### src/rtl/fetch_stage.sv
// fetch_stage: PC keeper issuing word-aligned imem requests and presenting one registered instruction per slot to decode.
module fetch_stage #(
  parameter int INST_LEN = 32,
  parameter int ARCH_LEN = 32,
  parameter logic [ARCH_LEN-1:0] RESET_PC = 32'h0000_1000,
  parameter logic [INST_LEN-1:0] NOP_INST = 32'h0000_0013
) (
  input  logic                clk,
  input  logic                rst,
  input  logic                stall_in,
  input  logic                redirect_valid_in,
  input  logic [ARCH_LEN-1:0] redirect_pc_in,
  output logic                imem_req_valid,
  input  logic                imem_req_ready,
  output logic [ARCH_LEN-1:0] imem_req_addr,
  input  logic                imem_rsp_valid,
  input  logic [INST_LEN-1:0] imem_rsp_data,
  output logic [INST_LEN-1:0] inst_fetched_out,
  output logic                fetch_valid_out,
  output logic [ARCH_LEN-1:0] fetch_pc_out
);
  typedef enum logic [1:0] {BOOT, REQ, WAIT, HOLD} state_t;
  state_t state, state_n;
  logic [ARCH_LEN-1:0] pc, pc_n, req_pc, req_pc_n, out_pc, out_pc_n, skid_pc, skid_pc_n;
  logic [INST_LEN-1:0] out_data, out_data_n, skid_data, skid_data_n;
  logic squash, squash_n, out_valid, out_valid_n;
  logic fire, consume;
  assign imem_req_valid   = state == REQ;
  assign imem_req_addr    = pc;
  assign fire             = imem_req_valid & imem_req_ready;
  assign consume          = out_valid & ~stall_in;
  assign fetch_valid_out  = out_valid;
  assign inst_fetched_out = out_valid ? out_data : NOP_INST;
  assign fetch_pc_out     = out_valid ? out_pc : '0;
  always_ff @(posedge clk or posedge rst) begin
    if (rst) begin
      state     <= BOOT;
      pc        <= RESET_PC & ~ARCH_LEN'(3);
      req_pc    <= '0;
      squash    <= 1'b0;
      out_valid <= 1'b0;
      out_data  <= '0;
      out_pc    <= '0;
      skid_data <= '0;
      skid_pc   <= '0;
    end else begin
      state     <= state_n;
      pc        <= pc_n;
      req_pc    <= req_pc_n;
      squash    <= squash_n;
      out_valid <= out_valid_n;
      out_data  <= out_data_n;
      out_pc    <= out_pc_n;
      skid_data <= skid_data_n;
      skid_pc   <= skid_pc_n;
    end
  end
  // Skid buffer holds data exactly while in HOLD, so leaving HOLD empties it.
  always_comb begin
    state_n     = state;
    pc_n        = pc;
    req_pc_n    = req_pc;
    squash_n    = squash;
    out_valid_n = out_valid & ~consume;
    out_data_n  = out_data;
    out_pc_n    = out_pc;
    skid_data_n = skid_data;
    skid_pc_n   = skid_pc;
    if (redirect_valid_in) begin
      pc_n        = redirect_pc_in & ~ARCH_LEN'(3);
      out_valid_n = 1'b0;
      if (state == REQ) begin
        state_n  = fire ? WAIT : REQ;
        squash_n = fire;
      end else if (state == WAIT) begin
        state_n  = imem_rsp_valid ? REQ : WAIT;
        squash_n = ~imem_rsp_valid;
      end else
        state_n = REQ;
    end else begin
      case (state)
        BOOT: state_n = REQ;
        REQ: if (imem_req_ready) begin
          req_pc_n = pc;
          pc_n     = pc + ARCH_LEN'(4);
          state_n  = WAIT;
        end
        WAIT: if (imem_rsp_valid) begin
          if (squash) begin
            squash_n = 1'b0;
            state_n  = REQ;
          end else if (!out_valid || consume) begin
            out_valid_n = 1'b1;
            out_data_n  = imem_rsp_data;
            out_pc_n    = req_pc;
            state_n     = REQ;
          end else begin
            skid_data_n = imem_rsp_data;
            skid_pc_n   = req_pc;
            state_n     = HOLD;
          end
        end
        HOLD: if (consume) begin
          out_valid_n = 1'b1;
          out_data_n  = skid_data;
          out_pc_n    = skid_pc;
          state_n     = REQ;
        end
        default: state_n = BOOT;
      endcase
    end
  end
endmodule

### config.mk
export PLATFORM = sky130hd
export DESIGN_NAME = fetch_stage
export DESIGN_NICKNAME = d
export VERILOG_FILES = /design/src/rtl/fetch_stage.sv
export SDC_FILE = /design/constraint.sdc
export NUM_CORES = 1
export LEC_CHECK = 0
export CAP_MARGIN = 10
export CORE_MARGIN = 1
export CORE_UTILIZATION = 45
export CTS_CLUSTER_DIAMETER = 30
export DETAILED_ROUTE_END_ITERATION = 12
export DONT_BUFFER_PORTS = 1
export GPL_TIMING_DRIVEN = 0
export PLACE_DENSITY = 0.66
export SETUP_SLACK_MARGIN = 0.15
export SYNTH_ARGS = -nofsm -noshare
export SYNTH_HDL_FRONTEND = slang
export SYNTH_SLANG_ARGS = --single-unit
### constraint.sdc
create_clock -name clk -period 6.6 [get_ports clk]
set_clock_uncertainty 0.2 [all_clocks]
set_input_delay 0.99 -clock clk [delete_from_list [all_inputs] [get_ports clk]]
set_output_delay 0.99 -clock clk [all_outputs]
set_load 0.02 [all_outputs]
==> flow_summary.toml, run 1 <==
[worst_setup_path]
critical_path_class = "register to output port"
cp-end-kind = "output port"
crit_arrival_ps = 2290
cp_max_fo = 10
startpoint_type = "register"
required_ps = 5410
r2r-end = "out_pc[24]"
r2r_cells = 5
reg2reg_slack_ps = 3630
worstReg2RegStart = "state[0]"

[cts]
cts_sinks = 188
clk_pin_slew_ps = 70
clock_latency_ps = 430
cts_root_buf = "clkbuf_16"
cts_tree = "built"
clock_path_buffers = 2
cts_resized = 0
holdBufCountCts = 0
post-cts-setup-buffer-count = 0
cts_buffers = 17
cts_htree_levels = 4

[placed_design]
preCtsSetupSlack_ps = 3490
placed_area_um2 = 9340
io_buffers = 0
globalplace.congestion = 0.814
hpwl_um = 14800

[power]
power_density_nw_per_um2 = 382
power.leakage_uw = 0.00437
irDropWorstVdd_mv = 0.181
fin_total_pwr_uw = 3800

[detailed_routing]
drc = 0
avgRoutedWirePerCell_um = 20.7
ant_nets = 0
vias = 5640
dr_wl_met2_um = 9950
avgViaCountPerCell = 5.62
met1Wirelength_um = 8650
dr_wl_met3_um = 1660
first_iter_violations = 224
first_pass_iters = 4
wl_um = 20800
top_layer_used = "met4"

[sta]
whs_ps = 277
fin_crit_sh = 0.527
finalSetupViolations = 0
slew_violations = 0
setup_slack_ps = 3120
worst_pin_slew_ps = 876
rsz0062_at_grt = "false"
fmax_mhz = 288
setup_tns_ps = 0
relSlewSlack = 0.415
period_needed_ps = 3480
hold_viol = 0

[run_status]
status = "finished, final reports clean"

[logic_synthesis]
synth.distinct_cells = 42
ys_ff_latch = 188
synth_area_um2 = 8960
syn-instance-count = 704
ys_warn_count = 0
syn_area_per_cell_um2 = 12.7
yosysSeqAreaShare = 0.525

[layout]
syn_to_final_growth_pct = 10.8
antennaDiodeCount = 0
final_nets = 802
layout-drive-gt1-share = 0.352
finalInstanceArea_um2 = 9930

[floorplan]
core_um2 = 19500
dieWidth_um = 143
io_pins = 168
start_util = 0.460
die_h_um = 143
dieArea_um2 = 20500
fp-row-count = 51

[global_routing]
antenna_found_initial = 1
grt_pass1_vias = 6018
track_usage = 0.212
grt_pass1_wl_um = 32600
overflow = 0
grt_max_degree = 110

[job]
maxCapViolCount = 0

[min_path]
worstHoldPathType = "input port to asynchronous set/reset pin"
==> worst max-delay path, stage by stage, from the launching register on <==
cell      delay [ps]
dfrtp_1          530
clkbuf_1         540
clkbuf_1         440
and2_1           340
==> worst max-delay path by stage <==
stage	startpoint	endpoint	slack (ps)	cells past startpoint
after floorplan	rst	fetch_valid_out	300	1
after global placement	rst	out_pc[25]	-1440	1
after detailed placement	fetch_valid_out	fetch_pc_out[30]	3490	3
after CTS	fetch_valid_out	fetch_pc_out[22]	3020	3
after global routing	fetch_valid_out	fetch_pc_out[9]	2950	3
final	fetch_valid_out	fetch_pc_out[30]	3120	3
==> Yosys cell counts, drive strengths merged <==
library cell | instances | share of area
conb | 1 | 0.00042
nor2 | 13 | 0.0054
and4 | 5 | 0.0049
mux2i | 2 | 0.0022
dfrtp | 187 | 0.52
a22oi | 1 | 0.00084
xor2 | 6 | 0.0059
or2 | 2 | 0.0014
nand2b | 3 | 0.0021
nand4 | 8 | 0.0073
ha | 5 | 0.0070
o31ai | 14 | 0.012
a2bb2oi | 1 | 0.00098
o2111ai | 1 | 0.00098
a21oi | 5 | 0.0028
and2 | 59 | 0.041
o311ai | 2 | 0.0020
o21ai | 20 | 0.011
dfstp | 1 | 0.0029
nand2 | 26 | 0.011
buf | 21 | 0.017
nor4 | 2 | 0.0014
nor2b | 1 | 0.00070
nand3 | 16 | 0.0089
nand4b | 1 | 0.00098
xnor2 | 6 | 0.0059
a21boi | 1 | 0.00084
nor3 | 2 | 0.0024
inv | 9 | 0.0038
or3 | 2 | 0.0014
clkbuf | 27 | 0.011
and3 | 5 | 0.0035
a31oi | 13 | 0.0091
o211ai | 4 | 0.0034
or4 | 15 | 0.013
mux2 | 217 | 0.27
==> registers in the layout, summed over array words and instances (netlist names) <==
register         cells
req_pc              30
skid_pc             30
out_pc              30
fetch_valid_out      1
out_data            32
skid_data           32
squash               1
imem_req_addr       30
state                2
==> layout by cell type, fill, tap and decap left out, types with 8 or more instances in the layout <==
cell type,instances
mux2_2,211
clkbuf_16,17
o31ai_1,14
dfrtp_1,187
clkbuf_1,30
nor2_1,13
inv_1,8
and2_1,59
nand2_1,26
nand3_1,16
a31oi_1,13
or4_1,15
o21ai_0,20
==> cell families after synthesis <==
logic type,Yosys count,synth area share
mux,219,0.275
flops,188,0.525
simple gates,160,0.105
compound gates,62,0.0437
buf+inv,57,0.0320
xor+xnor,12,0.0117
fa+ha+maj,5,0.00698
other cells,1,0.000419
==> stage by stage <==
step                 util  instances
floorplan               -        707
global placement    0.478        972
detailed placement  0.480        973
CTS                 0.510       1003
global route        0.510       1003
finish              0.510       1003
==> where the power goes <==
group	total [uW]	switching, uW	leakage (uW)	internal [uW]
logic	1030	458	0.00170	572
clock network	1050	441	0.000282	606
registers	1720	237	0.00239	1480
total	3800	1130	0.00437	2660
==> metal layers <==
layer | vias up | GRT usage
met5 | - | 0
met4 | 0 | 0.0849
met3 | 31 | 0.0758
met2 | 184 | 0.346
met1 | 2867 | 0.255
li1 | 2558 | -
==> area by class of cell <==
| class | instances | area (um^2) |
|---|---|---|
| Buffer | 48 | 253 |
| Clock buffer | 21 | 450 |
| Clock inverter | 9 | 139 |
| Fill cell | 1684 | 9540 |
| Inverter | 9 | 41.3 |
| Multi-Input combinational cell | 462 | 3980 |
| Sequential cell | 188 | 4710 |
| Tap cell | 265 | 332 |
| Timing Repair Buffer | 1 | 27.5 |
Note: power is estimated with default switching activity, not from simulation.
==> run 2: changes to the inputs <==
- clock period: 6.6 -> 3.19 ns (I/O delays scaled with it)
==> run 2 against run 1 <==
Effect of this change:
- final cell count is 6.4% higher
- routed wire length is 4.0% higher
- critical path depth stayed put
- cell area is 7.1% higher
- register-to-register slack worse by 3300 ps
- global-route usage is 0.89 points higher
- sequential share of layout area is 3.2 points lower
- critical path type unchanged
==> flow_summary.toml, run 2 (synthesized netlist as in run 1, its figures left out) <==
[run_status]
status = "finished, final reports clean"

[floorplan]
fp-row-count = 51
io_pins = 168
core_um2 = 19500
die_h_um = 143
start_util = 0.460
dieArea_um2 = 20500
dieWidth_um = 143

[detailed_routing]
ant_nets = 0
avgRoutedWirePerCell_um = 20.2
first_iter_violations = 287
vias = 5973
wl_um = 21600
first_pass_iters = 6
avgViaCountPerCell = 5.60
drc = 0

[cts]
cts_sinks = 188
clk_pin_slew_ps = 70
post-cts-setup-buffer-count = 0
clock_path_buffers = 2
cts_htree_levels = 4
cts_buffers = 17
cts_tree = "built"
clock_latency_ps = 430
cts_root_buf = "clkbuf_16"

[global_routing]
grt_pass1_wl_um = 34100
grt_pass1_vias = 6252
track_usage = 0.221
grt_max_degree = 44
antenna_found_initial = 1
overflow = 0

[layout]
seq_area_um2 = 4710
n_fill_cell = 1607
multiInputGateArea_um2 = 3990
reg_top3 = "out_data: 32 flops, skid_data: 32 flops"
mostFrequentLayoutCell = "mux2_2"
syn_to_final_growth_pct = 18.7
layout.cells.most_common_list = "mux2_2 (211), dfrtp_1 (187), and2_1 (59)"
final_nets = 863
finalInstanceArea_um2 = 10600
layout-drive-gt1-share = 0.337

[sta]
worst_pin_slew_ps = 871
rsz0062_at_grt = "false"
fin_crit_sh = 0.905
relSlewSlack = 0.418
period_needed_ps = 2890
fmax_mhz = 346
setup_tns_ps = 0
hold_viol = 0
whs_ps = 15.7
slew_violations = 0
finalSetupViolations = 0

[placed_design]
globalplace.congestion = 0.852
placed_area_um2 = 9410
io_buffers = 0
hpwl_um = 15100

[power]
power.internal_uw = 5700
power.leakage_uw = 0.00468
p_comb_frac = 0.272
switching_share = 0.297
netSwitchingPower_uw = 2400
fin_total_pwr_uw = 8100
power_density_nw_per_um2 = 761
p_seq_frac = 0.440
irDropWorstVdd_mv = 0.493
p_clk_frac = 0.287

[worst_setup_path]
cp_max_fo = 10
critPathBufInv = 2
slowest_stage = "dfrtp_1"
required_ps = 2510
path_cells = "clkbuf_2 > clkbuf_1 > and2_1"
cp-end-kind = "output port"
slowest_delay_ps = 540
critical_path_class = "register to output port"
crit_arrival_ps = 2210
critPathTopFamily = "buffers and inverters"
startpoint_type = "register"

[min_path]
worstHoldPathType = "input port to register"

[job]
maxCapViolCount = 0
[run 2: cell types whose count changed in the layout (fill, tap and decap cells not counted), moves of 2 or more]
cell / change
dlygate4sd3_1: +57
buf_12: +5
clkbuf_8: +2
clkbuf_1: -3
[run 2: path summary, 6_finish.rpt]
check / start / endpoint / slack (ps) / depth (start not counted)
max: fetch_valid_out / fetch_pc_out[27] / 300 / 3
min: imem_rsp_data[4] / skid_data[4] / 20 / 1
max reg2reg: state[0] / out_pc[20] / 370 / 5
min reg2reg: skid_data[16] / skid_data[16] / 290 / 1
max in group asynchronous: rst / out_pc[7] / 1230 / 5
min in group asynchronous: rst / out_data[26] / 500 / 2
[run 2: power by group through the flow]
stage / combinational (uW) / clock (uW) / sequential [uW]
CTS: 2240 / 2360 / 3560
finish: 2210 / 2330 / 3570
detailed placement: 2170 / 0 / 3610
global route: 2410 / 2460 / 3650
floorplan: 1790 / 0 / 3420
global placement: 2060 / 0 / 3550
[run 2: through the flow]
step | setup slack (ps) | std cells | util
floorplan | 91.8 | 707 | -
global placement | -810 | 972 | 0.478
detailed placement | 208 | 977 | 0.483
CTS | 187 | 1065 | 0.546
global route | 214 | 1067 | 0.547
finish | 303 | 1067 | 0.547
[run 2: final cells by class]
| cell class | count | area share |
|---|---|---|
| Inverter | 9 | 0.00353 |
| Sequential cell | 188 | 0.442 |
| Antenna cell | 1 | 0.000235 |
| Tap cell | 265 | 0.0312 |
| Buffer | 48 | 0.0239 |
| Clock buffer | 21 | 0.0442 |
| Clock inverter | 11 | 0.0168 |
| Timing Repair Buffer | 62 | 0.0631 |
| Multi-Input combinational cell | 462 | 0.375 |
[run 2: timing repair]
action | 4_1_cts | 5_1_grt
setup endpoints to repair | 10 | 10
hold buffers | 56 | 1
resized for setup | 1 | 1
endpoints found under the hold margin | 90 | 1
[run 2: routing by layer]
metal / global-route usage / wire length [um]
met5: 0 / 0
met4: 0.0832 / 487
met3: 0.0644 / 1540
met2: 0.365 / 10500
met1: 0.273 / 9080
